## config.mk

```make
export PLATFORM = sky130hd
export DESIGN_NAME = ex_alu_muldiv_ctrl
export DESIGN_NICKNAME = d
export VERILOG_FILES = /design/src/rtl/ex_pkg.sv /design/src/rtl/ex_muldiv_datapath.sv /design/src/rtl/ex_alu_muldiv_ctrl.sv
export SDC_FILE = /design/constraint.sdc
export NUM_CORES = 1
export LEC_CHECK = 0
export CAP_MARGIN = 20
export CELL_PAD_IN_SITES_DETAIL_PLACEMENT = 1
export CELL_PAD_IN_SITES_GLOBAL_PLACEMENT = 2
export CORE_MARGIN = 5
export CORE_UTILIZATION = 31
export CTS_CLUSTER_SIZE = 12
export DETAILED_ROUTE_END_ITERATION = 10
export GPL_ROUTABILITY_DRIVEN = 0
export PLACE_DENSITY = 0.86
export SYNTH_ARGS = -nofsm -noshare
export SYNTH_HDL_FRONTEND = slang
export SYNTH_SLANG_ARGS = --single-unit
```

## constraint.sdc

```tcl
create_clock -name i_clk -period 3.1 [get_ports i_clk]
set_input_delay 0.465 -clock i_clk [delete_from_list [all_inputs] [get_ports i_clk]]
set_output_delay 0.465 -clock i_clk [all_outputs]
set_load 0.02 [all_outputs]
```

## src/rtl/ex_pkg.sv

```systemverilog
// Shared constants for the EX-stage ALU control decoder and the HI/LO
// multiply/divide unit: ALUOp encodings, funct codes, ALU control codes and
// the muldiv FSM state type.
package ex_pkg;

  // ALUOp values produced by the control unit
  localparam logic [3:0] ALU_OP_LOAD_STORE = 4'b0000;
  localparam logic [3:0] ALU_OP_BRANCH     = 4'b0001;
  localparam logic [3:0] ALU_OP_R_TYPE     = 4'b0010;
  localparam logic [3:0] ALU_OP_ANDI       = 4'b0100;
  localparam logic [3:0] ALU_OP_ORI        = 4'b0101;
  localparam logic [3:0] ALU_OP_SUB        = 4'b0111;
  localparam logic [3:0] ALU_OP_XORI       = 4'b1000;
  localparam logic [3:0] ALU_OP_LUI        = 4'b1001;
  localparam logic [3:0] ALU_OP_SLTI       = 4'b1100;

  // R-type funct codes handled by the HI/LO unit
  localparam logic [5:0] FUNCT_ADD   = 6'b100000;
  localparam logic [5:0] FUNCT_MTHI  = 6'b010001;
  localparam logic [5:0] FUNCT_MTLO  = 6'b010011;
  localparam logic [5:0] FUNCT_MULT  = 6'b011000;
  localparam logic [5:0] FUNCT_MULTU = 6'b011001;
  localparam logic [5:0] FUNCT_DIV   = 6'b011010;
  localparam logic [5:0] FUNCT_DIVU  = 6'b011011;

  // ALU control codes driven to the ALU
  localparam logic [5:0] CODE_ADD = 6'b100000;
  localparam logic [5:0] CODE_SUB = 6'b100010;
  localparam logic [5:0] CODE_AND = 6'b100100;
  localparam logic [5:0] CODE_OR  = 6'b100101;
  localparam logic [5:0] CODE_XOR = 6'b100110;
  localparam logic [5:0] CODE_LUI = 6'b001111;
  localparam logic [5:0] CODE_SLT = 6'b101010;

  // Muldiv sequencer states
  typedef enum logic [1:0] {
    ST_IDLE = 2'd0,
    ST_RUN  = 2'd1,
    ST_DONE = 2'd2
  } muldiv_state_e;

endpackage

```

## src/rtl/ex_muldiv_datapath.sv

```systemverilog
// Radix-2 multiply/divide datapath. Holds operand magnitudes, the shifting
// accumulator/remainder and quotient/multiplier register, and produces the
// sign-corrected HI/LO results. Sequencing comes from ex_alu_muldiv_ctrl.
// MULDIV_SINGLE_CYCLE_MUL_EN: multiply loads the full product on start.
module ex_muldiv_datapath
  import ex_pkg::*;
#(
  parameter int NB_DATA = 32
) (
  input  logic               clk_i,
  input  logic               rst_ni,
  input  logic               load_i,
  input  logic               step_i,
  input  logic               op_div_i,
  input  logic               op_signed_i,
  input  logic [NB_DATA-1:0] rs_i,
  input  logic [NB_DATA-1:0] rt_i,
  output logic [NB_DATA-1:0] res_hi_o,
  output logic [NB_DATA-1:0] res_lo_o
);

  // acc: upper product half / partial remainder; lo: multiplier bits / quotient
  logic [NB_DATA-1:0] acc_q, acc_d;
  logic [NB_DATA-1:0] lo_q, lo_d;
  logic [NB_DATA-1:0] opb_q, opb_d;
  logic               div_q, div_d;
  logic               neg_q, neg_d;
  logic               neg_rem_q, neg_rem_d;
  logic               div0_q, div0_d;

  logic               rs_neg, rt_neg;
  logic [NB_DATA-1:0] rs_mag, rt_mag;
  logic [NB_DATA:0]   mul_sum;
  logic [NB_DATA:0]   div_shift;
  logic               div_ge;
  logic [NB_DATA-1:0] div_diff;
  logic [2*NB_DATA-1:0] prod_fix;
  logic [NB_DATA-1:0] quo_fix, rem_fix;

  assign rs_neg = op_signed_i & rs_i[NB_DATA-1];
  assign rt_neg = op_signed_i & rt_i[NB_DATA-1];
  assign rs_mag = rs_neg ? (-rs_i) : rs_i;
  assign rt_mag = rt_neg ? (-rt_i) : rt_i;

  // Multiply step adds the multiplicand when the current multiplier bit is set
  assign mul_sum   = {1'b0, acc_q} + (lo_q[0] ? {1'b0, opb_q} : '0);
  // Restoring divide step: shift next dividend bit in, trial-subtract divisor.
  // When the trial succeeds the difference is below the divisor, so NB_DATA
  // bits of modular subtraction are exact.
  assign div_shift = {acc_q, lo_q[NB_DATA-1]};
  assign div_ge    = div_shift >= {1'b0, opb_q};
  assign div_diff  = div_shift[NB_DATA-1:0] - opb_q;

  // Next-state for the operand/accumulator registers
  always_comb begin
    acc_d     = acc_q;
    lo_d      = lo_q;
    opb_d     = opb_q;
    div_d     = div_q;
    neg_d     = neg_q;
    neg_rem_d = neg_rem_q;
    div0_d    = div0_q;
    if (load_i) begin
      acc_d     = '0;
      div_d     = op_div_i;
      neg_d     = rs_neg ^ rt_neg;
      neg_rem_d = rs_neg;
      div0_d    = op_div_i && (rt_i == '0);
      if (op_div_i) begin
        lo_d  = rs_mag;
        opb_d = rt_mag;
      end else begin
`ifdef MULDIV_SINGLE_CYCLE_MUL_EN
        {acc_d, lo_d} = {{NB_DATA{1'b0}}, rs_mag} * {{NB_DATA{1'b0}}, rt_mag};
        opb_d         = rs_mag;
`else
        lo_d  = rt_mag;
        opb_d = rs_mag;
`endif
      end
    end else if (step_i) begin
      if (div_q) begin
        acc_d = div_ge ? div_diff : div_shift[NB_DATA-1:0];
        lo_d  = {lo_q[NB_DATA-2:0], div_ge};
      end else begin
        acc_d = mul_sum[NB_DATA:1];
        lo_d  = {mul_sum[0], lo_q[NB_DATA-1:1]};
      end
    end
  end

  // Operand/accumulator registers
  always_ff @(posedge clk_i or negedge rst_ni) begin
    if (!rst_ni) begin
      acc_q     <= '0;
      lo_q      <= '0;
      opb_q     <= '0;
      div_q     <= 1'b0;
      neg_q     <= 1'b0;
      neg_rem_q <= 1'b0;
      div0_q    <= 1'b0;
    end else begin
      acc_q     <= acc_d;
      lo_q      <= lo_d;
      opb_q     <= opb_d;
      div_q     <= div_d;
      neg_q     <= neg_d;
      neg_rem_q <= neg_rem_d;
      div0_q    <= div0_d;
    end
  end

  // Sign fix-up of the magnitude result; divide by zero forces an all-ones
  // quotient while the remainder naturally equals the dividend.
  always_comb begin
    prod_fix = {acc_q, lo_q};
    if (neg_q) prod_fix = -{acc_q, lo_q};
    quo_fix = neg_q ? (-lo_q) : lo_q;
    if (div0_q) quo_fix = '1;
    rem_fix = neg_rem_q ? (-acc_q) : acc_q;
    if (div_q) begin
      res_hi_o = rem_fix;
      res_lo_o = quo_fix;
    end else begin
      res_hi_o = prod_fix[2*NB_DATA-1:NB_DATA];
      res_lo_o = prod_fix[NB_DATA-1:0];
    end
  end

endmodule

```

## src/rtl/ex_alu_muldiv_ctrl.sv

```systemverilog
// EX-stage ALU control decoder plus HI/LO multiply/divide sequencer.
// Decode maps ALUOp/funct to the ALU control code combinationally. The
// sequencer runs MULT/MULTU/DIV/DIVU over NB_DATA cycles, stalling the
// pipeline, and handles MTHI/MTLO writes and flush aborts.
// Optional build macro MULDIV_SINGLE_CYCLE_MUL_EN: multiplies finish in
// two cycles (start -> DONE) with a one-cycle stall.
// Handshake: o_stall is high while the EX instruction must be held; an
// instruction in EX leaves it at the first rising edge where o_stall is low.
module ex_alu_muldiv_ctrl
  import ex_pkg::*;
#(
  parameter int NB_DATA   = 32,
  parameter int NB_FUNCT  = 6,
  parameter int NB_ALU_OP = 4,
  parameter int NB_CNT    = $clog2(NB_DATA) + 1
) (
  input  logic                 i_clk,
  input  logic                 i_rst_n,
  input  logic                 i_valid,
  input  logic                 i_flush,
  input  logic [NB_ALU_OP-1:0] i_alu_op_CU,
  input  logic [NB_FUNCT-1:0]  i_op_r_tipe,
  input  logic [NB_DATA-1:0]   i_rs_data,
  input  logic [NB_DATA-1:0]   i_rt_data,
  output logic [NB_FUNCT-1:0]  o_alu_control_signals,
  output logic                 o_stall,
  output logic                 o_busy,
  output logic [NB_DATA-1:0]   o_hi,
  output logic [NB_DATA-1:0]   o_lo
);

  muldiv_state_e      state_q;
  logic [NB_CNT-1:0]  cnt_q;
  logic [NB_DATA-1:0] hi_q, lo_q;
  logic               busy_q;

  logic               is_rtype, is_mul, is_div, op_signed;
  logic               start, mthi_we, mtlo_we, step;
  logic [NB_DATA-1:0] res_hi, res_lo;

  // ALUOp/funct to ALU control code
  always_comb begin
    o_alu_control_signals = NB_FUNCT'(CODE_ADD);
    case (i_alu_op_CU)
      NB_ALU_OP'(ALU_OP_R_TYPE):     o_alu_control_signals = i_op_r_tipe;
      NB_ALU_OP'(ALU_OP_LOAD_STORE): o_alu_control_signals = NB_FUNCT'(CODE_ADD);
      NB_ALU_OP'(ALU_OP_BRANCH):     o_alu_control_signals = NB_FUNCT'(CODE_ADD);
      NB_ALU_OP'(ALU_OP_ANDI):       o_alu_control_signals = NB_FUNCT'(CODE_AND);
      NB_ALU_OP'(ALU_OP_ORI):        o_alu_control_signals = NB_FUNCT'(CODE_OR);
      NB_ALU_OP'(ALU_OP_XORI):       o_alu_control_signals = NB_FUNCT'(CODE_XOR);
      NB_ALU_OP'(ALU_OP_LUI):        o_alu_control_signals = NB_FUNCT'(CODE_LUI);
      NB_ALU_OP'(ALU_OP_SLTI):       o_alu_control_signals = NB_FUNCT'(CODE_SLT);
      NB_ALU_OP'(ALU_OP_SUB):        o_alu_control_signals = NB_FUNCT'(CODE_SUB);
      default:                       o_alu_control_signals = NB_FUNCT'(CODE_ADD);
    endcase
  end

  // Muldiv instruction classification and launch conditions
  always_comb begin
    is_rtype  = (i_alu_op_CU == NB_ALU_OP'(ALU_OP_R_TYPE));
    is_mul    = (i_op_r_tipe == NB_FUNCT'(FUNCT_MULT)) ||
                (i_op_r_tipe == NB_FUNCT'(FUNCT_MULTU));
    is_div    = (i_op_r_tipe == NB_FUNCT'(FUNCT_DIV)) ||
                (i_op_r_tipe == NB_FUNCT'(FUNCT_DIVU));
    op_signed = (i_op_r_tipe == NB_FUNCT'(FUNCT_MULT)) ||
                (i_op_r_tipe == NB_FUNCT'(FUNCT_DIV));
    start     = (state_q == ST_IDLE) && i_valid && is_rtype &&
                (is_mul || is_div) && !i_flush;
    mthi_we   = (state_q == ST_IDLE) && i_valid && is_rtype && !i_flush &&
                (i_op_r_tipe == NB_FUNCT'(FUNCT_MTHI));
    mtlo_we   = (state_q == ST_IDLE) && i_valid && is_rtype && !i_flush &&
                (i_op_r_tipe == NB_FUNCT'(FUNCT_MTLO));
    step      = (state_q == ST_RUN) && !i_flush;
    // DONE is deliberately excluded so the pipeline releases the instruction
    o_stall   = start || (state_q == ST_RUN);
  end

  assign o_busy = busy_q;
  assign o_hi   = hi_q;
  assign o_lo   = lo_q;

  ex_muldiv_datapath #(
    .NB_DATA(NB_DATA)
  ) u_datapath (
    .clk_i      (i_clk),
    .rst_ni     (i_rst_n),
    .load_i     (start),
    .step_i     (step),
    .op_div_i   (is_div),
    .op_signed_i(op_signed),
    .rs_i       (i_rs_data),
    .rt_i       (i_rt_data),
    .res_hi_o   (res_hi),
    .res_lo_o   (res_lo)
  );

  // Sequencer FSM with iteration counter, busy flag and HI/LO registers
  always_ff @(posedge i_clk or negedge i_rst_n) begin
    if (!i_rst_n) begin
      state_q <= ST_IDLE;
      cnt_q   <= '0;
      hi_q    <= '0;
      lo_q    <= '0;
      busy_q  <= 1'b0;
    end else begin
      case (state_q)
        ST_IDLE: begin
          if (start) begin
            busy_q <= 1'b1;
`ifdef MULDIV_SINGLE_CYCLE_MUL_EN
            if (is_mul) begin
              state_q <= ST_DONE;
              cnt_q   <= '0;
            end else begin
              state_q <= ST_RUN;
              cnt_q   <= NB_CNT'(NB_DATA);
            end
`else
            state_q <= ST_RUN;
            cnt_q   <= NB_CNT'(NB_DATA);
`endif
          end else if (mthi_we) begin
            hi_q <= i_rs_data;
          end else if (mtlo_we) begin
            lo_q <= i_rs_data;
          end
        end
        ST_RUN: begin
          if (i_flush) begin
            state_q <= ST_IDLE;
            cnt_q   <= '0;
            busy_q  <= 1'b0;
          end else begin
            cnt_q <= cnt_q - 1'b1;
            if (cnt_q == NB_CNT'(1)) state_q <= ST_DONE;
          end
        end
        ST_DONE: begin
          // Never re-launches: the finished instruction is still in EX here
          state_q <= ST_IDLE;
          busy_q  <= 1'b0;
          if (!i_flush) begin
            hi_q <= res_hi;
            lo_q <= res_lo;
          end
        end
        default: begin
          state_q <= ST_IDLE;
          busy_q  <= 1'b0;
        end
      endcase
    end
  end

endmodule

```

==> impl_metrics.toml, run 1 <==
[grt]
grt-ovfl-total = 0
antenna_found_initial = 0
grt_pass1_vias = 18695
grt_pass1_wl_mm = 111
grt_max_degree = 66
grt_usage = 0.253

[timing]
period_share = 0.985
rsz0062_at_grt = "yes"
clock.fmax_ghz = 0.327
tightestPinTransition_ns = 1.01
setup_viol_count_final = 0
finalHoldViolations = 0
max-slew-margin-rel = 0.323
timing.final.max_slew_violations = 0
fin_skew_ns = 0.0151
fin_crit_ns = 3.05

[cells_and_area]
area_growth_pct = 37.6
drive_above_1_share = 0.207
diodes = 0
final_nets = 2607
fin_area_um2 = 21500

[logic_synthesis]
synth_top_family_by_area = "compound AO/OA/AOI/OAI gates"
ys_top_cells_by_area = "dfrtp_1 (28%), o21ai_0 (6.9%), xnor2_1 (6.1%)"
synth-xor-area-share = 0.0918
synth_most_common_cell = "nand2_1"
synthFlopType = "dfrtp_1"
synth_fa_ha_area_frac = 0.0585
synth_edf_count = 0
syn_nets = 2204
synth_compound_area_frac = 0.269
synth_seq_cells = 173
synth-seq-area-share = 0.277
synth_area_um2 = 15700
synth_mux_area_frac = 0.0397
synth_cell_types = 78
ys_warn_count = 0
syn_inst = 2054
netlist_top_cells_count = "nand2_1 (248), o21ai_0 (215), nor2_1 (190)"
synthArstFlopShare = 1.00
yosysTopAreaCell = "dfrtp_1"
avgSynthCellArea_um2 = 7.62
synth-simple-area-share = 0.216
synthDominantCellAreaShare = 0.277

[placement]
hpwl_mm = 58.4
portBuffers = 149
place_area_um2 = 20400

[critical_path]
r2r-end = "o_hi[21]"
reg2reg_slack_ns = 0.05
crit_type = "reg2reg"
end_kind = "register"
cp.required_ns = 3.48
arrival_ns = 3.43
r2r_cells = 10
r2r-start = "u_datapath.lo_q[6]"
critPathLaunchType = "register"
endpoint = "o_hi[21]"
startpoint = "u_datapath.lo_q[6]"
path_max_fanout = 6

[pwr]
peakVddDrop_uv = 420
total_power_uw = 6270
powerDensity_nw_per_um2 = 291
leakage_uw = 0.00935

[floorplan]
std_cell_rows = 82
ioPinCount = 150
die_area_um2 = 55100
initial_core_util = 0.313
core_area_um2 = 50100
die_w_um = 235
fp.dieH_um = 235

[clock_network]
clock_sinks = 173
cts_made_buffers = 17
cts.root.buffer_cell = "clkbuf_16"
clk_pin_slew_ns = 0.08
cts_tree = "done"
ctsLongestPathBuffers = 2
clk_latency_ns = 0.48
cts_htree_levels = 4

[run]
cap_violations = 0

[detailed_routing]
drt_iter0_drc = 1455
drc = 0
antenna_left = 0
vias = 18061
finalWirelength_mm = 73.1
drt_pre_antenna_iters = 5
wire_per_inst_um = 23.3
via_per_inst = 5.75

[run_status]
status = "complete, no violations"

[min_path]
hp-class = "reg2reg"
==> through the flow <==
step           std cells  setup TNS, ns  worst slack [ns]  hold slack, ns   util
2_1_floorplan       2054              0            0.0123           0.169      -
3_3_place_gp        3100          -8.61            -0.306           0.464  0.408
3_5_place_dp        3100         -14.59            -0.323           0.480  0.408
4_1_cts             3133              0           0.00122           0.485  0.422
5_1_grt             3142         -0.319           -0.0886           0.491  0.430
6_report            3142              0            0.0461           0.491  0.430
==> cell families after synthesis <==
| family | count (synthesis) |
|---|---|
| fa+ha+maj | 72 |
| mux | 61 |
| simple gates | 709 |
| xor+xnor | 164 |
| flops | 173 |
| compound gates | 675 |
| buf+inv | 200 |
==> worst max-delay path, cell delays in order, from the launching register on <==
cell	delay [ns]
dfrtp_1	0.38
or4_4	0.59
nor4_4	0.32
nand3_4	0.12
or4b_4	0.52
nor3_4	0.17
buf_12	0.15
a31oi_1	0.09
xor2_1	0.28
nor2_1	0.10
o31ai_1	0.22
==> per-layer routing <==
metal / routed length (um) / vias up / global-route usage / share of wire
met1: 32500 / 9017 / 0.345 / 0.44
met3: 4400 / 139 / 0.0416 / 0.060
met2: 33300 / 632 / 0.403 / 0.46
met4: 2930 / 0 / 0.101 / 0.040
met5: 0 / - / 0 / 0
li1: - / 8273 / - / -
==> cell type report <==
| type | count | area [um^2] |
|---|---|---|
| fillers | 6108 | 28500 |
| multi-input cells | 1681 | 11000 |
| clock inverters | 15 | 200 |
| repair buffers | 516 | 4470 |
| clock buffers | 17 | 425 |
| flip-flops and latches | 173 | 4340 |
| well taps | 672 | 841 |
| inverters | 68 | 259 |
==> registers in the layout (all words and copies together) (netlist names) <==
name / flops
u_datapath.div_q: 1
u_datapath.neg_rem_q: 1
state_q: 2
cnt_q: 6
o_lo: 32
u_datapath.lo_q: 32
u_datapath.neg_q: 1
u_datapath.opb_q: 32
u_datapath.div0_q: 1
o_busy: 1
u_datapath.acc_q: 32
o_hi: 32
==> repair_timing <==
item                       4_1_cts  5_1_grt
pin swaps                        2       29
resized for setup               25       81
setup buffers                    0        9
gates cloned                     0        0
hold buffers                     1        0
setup endpoints to repair       18       41
hold endpoints to repair        26        0
==> placed cells by master (no fill, tap or decap), types with 11 or more instances in the layout <==
master	count
o31ai_1	32
a31oi_1	29
xor2_1	55
nand4_1	21
nor4_1	14
ha_1	62
mux2i_1	52
o211ai_1	39
xnor2_1	107
nand2_1	246
o221ai_1	15
and3_1	15
nand2b_1	22
o21ai_0	201
o22ai_1	35
and2_1	13
nand3_1	54
o21bai_1	11
o21ai_1	14
inv_1	66
a211oi_1	13
or4_1	12
clkdlybuf4s50_1	146
clkbuf_16	17
nor2b_1	12
or3_1	15
o21a_1	11
buf_4	346
dfrtp_1	169
buf_12	18
nor2_1	179
a21o_1	33
a21oi_1	145
nor3_1	38
o41ai_1	11
==> worst min path at each step <==
| stage | end | depth (start not counted) | startpoint | slack (ns) |
|---|---|---|---|---|
| 6_report | o_lo[21] | 2 | o_lo[21] | 0.49 |
| 3_3_place_gp | o_hi[6] | 2 | o_hi[6] | 0.46 |
| 4_1_cts | u_datapath.lo_q[26] | 4 | i_op_r_tipe[1] | 0.48 |
| 5_1_grt | u_datapath.lo_q[26] | 4 | i_op_r_tipe[1] | 0.49 |
| 2_1_floorplan | cnt_q[0] | 0 | i_rst_n | 0.17 |
| 3_5_place_dp | o_hi[24] | 2 | o_hi[24] | 0.48 |
==> power breakdown <==
group	switching [uW]	leakage (uW)	internal (uW)	total (uW)
combinational	863	0.00678	663	1530
sequential	73.5	0.00227	2330	2400
clock	1170	0.000302	1170	2340
Note: power is estimated with default switching activity, not from simulation.
==> run 2, diff against run 1 <==
CTS_CLUSTER_SIZE = 14   (was 12)
==> results of run 2 <==
Same layout as run 1: the final DEF is identical, and so are final timing and power.
